$ cat config.mk
export PLATFORM = sky130hd
export DESIGN_NAME = gray_seq_ctrl
export DESIGN_NICKNAME = d
export VERILOG_FILES = /design/src/rtl/gray_seq_ctrl.sv
export SDC_FILE = /design/constraint.sdc
export NUM_CORES = 1
export LEC_CHECK = 0
export BUFFER_PORTS_ARGS = -buffer_cell sky130_fd_sc_hd__buf_4
export CAP_MARGIN = 20
export CORE_MARGIN = 2
export CORE_UTILIZATION = 40
export CTS_CLUSTER_DIAMETER = 50
export CTS_CLUSTER_SIZE = 14
export DETAILED_ROUTE_END_ITERATION = 16
export PLACE_DENSITY = 0.66
export SLEW_MARGIN = 20
export SYNTH_ARGS = -nofsm -noshare
export SYNTH_HDL_FRONTEND = slang
export SYNTH_SLANG_ARGS = --single-unit
export TNS_END_PERCENT = 1
$ cat constraint.sdc
create_clock -name clk -period 5.1 [get_ports clk]
set_clock_uncertainty 0.2 [all_clocks]
set_input_delay 0.255 -clock clk [delete_from_list [all_inputs] [get_ports clk]]
set_output_delay 0.255 -clock clk [all_outputs]
set_load 0.1 [all_outputs]
$ cat src/rtl/gray_seq_ctrl.sv
// Sweeps a binary range and emits binary/Gray pairs on a val/rdy stream.
// Define GRAY_SEQ_CTRL_REPEAT_EN to add the repeat_ input (wrap back to first).
module gray_seq_ctrl #(
    parameter int nbits = 4
) (
    input  logic             clk,
    input  logic             reset_n,
    input  logic             start,
    input  logic             abort,
    input  logic [nbits-1:0] cfg_first,
    input  logic [nbits-1:0] cfg_last,
    output logic             out_val,
    input  logic             out_rdy,
    output logic [nbits-1:0] out_bin,
    output logic [nbits-1:0] out_gray,
    output logic             busy,
`ifdef GRAY_SEQ_CTRL_REPEAT_EN
    input  logic             repeat_,
`endif
    output logic             done
);

    typedef enum logic [1:0] {
        S_IDLE,
        S_RUN,
        S_DONE
    } state_e;

    localparam logic [nbits-1:0] ONE = {{(nbits-1){1'b0}}, 1'b1};

    state_e           state_q, state_d;
    logic [nbits-1:0] first_q, first_d;
    logic [nbits-1:0] last_q, last_d;
    logic [nbits-1:0] bin_q, bin_d;
    logic             val_q, val_d;
    logic             busy_q, busy_d;
    logic             done_q, done_d;
    logic             rep_w;

`ifdef GRAY_SEQ_CTRL_REPEAT_EN
    assign rep_w = repeat_;
`else
    assign rep_w = 1'b0;
`endif

    always_comb begin
        state_d = state_q;
        first_d = first_q;
        last_d  = last_q;
        bin_d   = bin_q;
        val_d   = val_q;
        busy_d  = busy_q;
        done_d  = 1'b0;
        unique case (state_q)
            S_IDLE: begin
                if (start) begin
                    first_d = cfg_first;
                    last_d  = cfg_last;
                    bin_d   = cfg_first;
                    state_d = S_RUN;
                    val_d   = 1'b1;
                    busy_d  = 1'b1;
                end
            end
            S_RUN: begin
                // abort beats a coincident final transfer; bin holds
                if (abort) begin
                    state_d = S_IDLE;
                    val_d   = 1'b0;
                    busy_d  = 1'b0;
                end else if (out_rdy) begin
                    if (bin_q == last_q) begin
                        if (rep_w) begin
                            bin_d = first_q;
                        end else begin
                            state_d = S_DONE;
                            val_d   = 1'b0;
                            done_d  = 1'b1;
                        end
                    end else begin
                        bin_d = bin_q + ONE;
                    end
                end
            end
            S_DONE: begin
                state_d = S_IDLE;
                busy_d  = 1'b0;
            end
            default: begin
                state_d = S_IDLE;
                val_d   = 1'b0;
                busy_d  = 1'b0;
            end
        endcase
    end

    always_ff @(posedge clk or negedge reset_n) begin
        if (!reset_n) begin
            state_q <= S_IDLE;
            first_q <= '0;
            last_q  <= '0;
            bin_q   <= '0;
            val_q   <= 1'b0;
            busy_q  <= 1'b0;
            done_q  <= 1'b0;
        end else begin
            state_q <= state_d;
            first_q <= first_d;
            last_q  <= last_d;
            bin_q   <= bin_d;
            val_q   <= val_d;
            busy_q  <= busy_d;
            done_q  <= done_d;
        end
    end

    assign out_val  = val_q;
    assign out_bin  = bin_q;
    assign out_gray = bin_q ^ (bin_q >> 1);
    assign busy     = busy_q;
    assign done     = done_q;

endmodule

==> impl_metrics.csv <==
group,metric,value,unit
setup_path,cp-startpoint,"out_bin[3]",
layout,nets,119,
route,drtAntennaViolNets,0,
placement,dp_hpwl,1070,µm
global_routing,overflow,0,
synthesis,synth_ff_type,"dfrtp_1",
clocking,htree_levels,1,
global_routing,antenna_found_initial,0,
synthesis,syn_inst,73,
route,drt-total-wl,1480,µm
global_routing,grt_pass1_wl,2600,µm
placement,numPortBuffers,23,
clocking,cts-root-buf,"clkbuf_4",
setup_path,critPathLaunchType,"flip-flop",
global_routing,met2_usage,0.267,
setup_path,r2r-start,"out_bin[3]",
timing,hold_violations,0,
die,die_h,46.1,µm
global_routing,grt_max_degree,14,
timing,maxSlewViolCount,0,
route,vias_per_cell,5.19,
synthesis,yosys_warnings,0,
setup_path,r2r-end,"out_bin[1]",
synthesis,synth-seq-area-share,0.459,
timing,setup_tns,0,ns
synthesis,synth_top_cell_area_share,0.459,
layout,drive_above_1_share,0.320,
setup_path,critPathMaxFanout,9,
die,coreArea,1690,µm²
outcome,outcome,"finished, final reports clean",
clocking,cts_tree,"yes",
route,via_count,623,
synthesis,async_flop_share,1.00,
timing,fmax,472,MHz
clocking,post_cts_resized,0,
setup_path,arrival,2.08,ns
synthesis,yosysUniqueCellTypes,33,
layout,area_growth,37.9,%
clocking,postCtsHoldBufs,7,
synthesis,synth.net_count,88,
synthesis,synth_edf_count,0,
synthesis,synth.top_cells.by_area,"dfrtp_1 46%, nand2_1 7.9%, xor2_1 6.2%",
setup_path,worstPathRequired,5.06,ns
synthesis,ys_ff_latch,13,
setup_path,crit_path_end,"out_bin[1]",
timing,period_minus_slack,2.12,ns
synthesis,yosysMostFrequentCell,"nand2_1",
timing,max_slew.worst_pin.slew,0.913,ns
die,rows,15,
global_routing,use_met3,0.0471,
die,ios,24,
synthesis,synth_top_area_cell,"dfrtp_1",
clocking,clock_path_buffers,2,
global_routing,grt.busiest_layer,"met2",
synthesis,synth_area,709,µm²
route,drt_iter0_drc,2,
setup_path,end_kind,"flip-flop",
placement,routabilityCongestion,0.734,
timing,maxSlewHeadroom,0.390,
layout,diodes,0,
clocking,cts_num_sinks,13,
route,dr.pass1.iters,4,
clocking,clock_latency,0.27,ns
clocking,numCtsBuffers,3,
setup_path,criticalPathCategory,"flip-flop to flip-flop",
synthesis,yosys-top-cells-count,"15 x nand2_1, 13 x dfrtp_1, 5 x xor2_1, 3 x a21oi_1, 3 x nand3_1",
clocking,post_cts_buffers,0,
synthesis,avgSynthCellArea,9.72,µm²
hold_path,worst_hold_path_type,"input port to flip-flop",
die,die_area,2130,µm²
die,die-width,46.1,µm
timing,rsz0062_at_grt,"no",
timing,setup_viol,0,
die,start_util,0.420,
clocking,clkTransAtPathRegs,0.08,ns
setup_path,rrSetupSlack,2.98,ns
global_routing,globalRouteTotalUtil,0.177,
timing,layout_worst_path_cycle_share,0.415,
global_routing,grt_use_met1,0.234,
setup_path,reg2regPathDepth,4,
flow_run,drv_cap,0,
route,drc,0,
global_routing,grt_pass1_vias,587,
route,avgRoutedWirePerCell,12.3,µm
## cell type report
type	count	area [µm²]
timing repair buffer	30	243
sequential	13	325
inverter	2	7.51
multi-input combinational	54	355
clock buffer	4	26.3
tap	17	21.3
fill	141	711
## critical path, cell delays in order (launching register included)
cell and delay [ns]:
dfrtp_1 0.45, xor2_1 0.18, nor4_2 0.64, o21a_1 0.21, mux2_2 0.32
## cells by family after synthesis
group,share of synthesized area
DFF,0.459
adders and majority gates,0.0353
AOI/OAI and AO/OA,0.109
muxes,0.0317
and+or+nand+nor,0.254
xor gates and xnor gates,0.0617
buffers and inverters,0.0494
## cells in the final DEF (no fill, tap or decap), types with 2 or more instances in the layout
master and count:
buf_4 23, nand2_1 15, dfrtp_1 13, dlygate4sd3_1 7, xor2_1 5, nand3_1 3, a21oi_1 3, clkbuf_4 3
inv_1 2, nand2b_1 2, and2b_2 2, nor2_1 2, mux2_2 2, ha_1 2
## registers in the layout, indices dropped and copies added (netlist names)
signal   flops
busy         1
state_q      2
out_val      1
out_bin      4
done         1
last_q       4
## per-layer routing
metal	vias up	part of all wire
met3	2	0.045
met1	287	0.45
met2	18	0.49
met5	-	0
met4	0	0.012
li1	316	-
## stage by stage
stage | utilization | setup WS [ns] | hold WS, ns | instance area, µm² | cells
final | 0.579 | 2.98 | 0.0226 | 978 | 120
after global routing | 0.579 | 2.83 | 0.0498 | 978 | 120
after CTS | 0.576 | 2.73 | 0.0198 | 972 | 120
after detailed placement | 0.519 | 2.74 | -0.0908 | 876 | 109
after global placement | 0.519 | 2.79 | -0.0906 | 876 | 109
after floorplan | - | 2.16 | -0.241 | 709 | 73
## how the worst min path moves through the flow
stage	slack [ns]	depth (start not counted)	end	from
CTS	0.02	3	out_bin[3]	cfg_first[3]
floorplan	-0.24	0	busy	reset_n
global route	0.05	3	out_bin[3]	cfg_first[3]
global placement	-0.09	1	out_val	reset_n
finish	0.02	3	out_bin[3]	cfg_first[3]
detailed placement	-0.09	1	out_val	reset_n
Power is not shown: default switching activity piles up to over one toggle a cycle in this logic, so the estimate is an artifact.
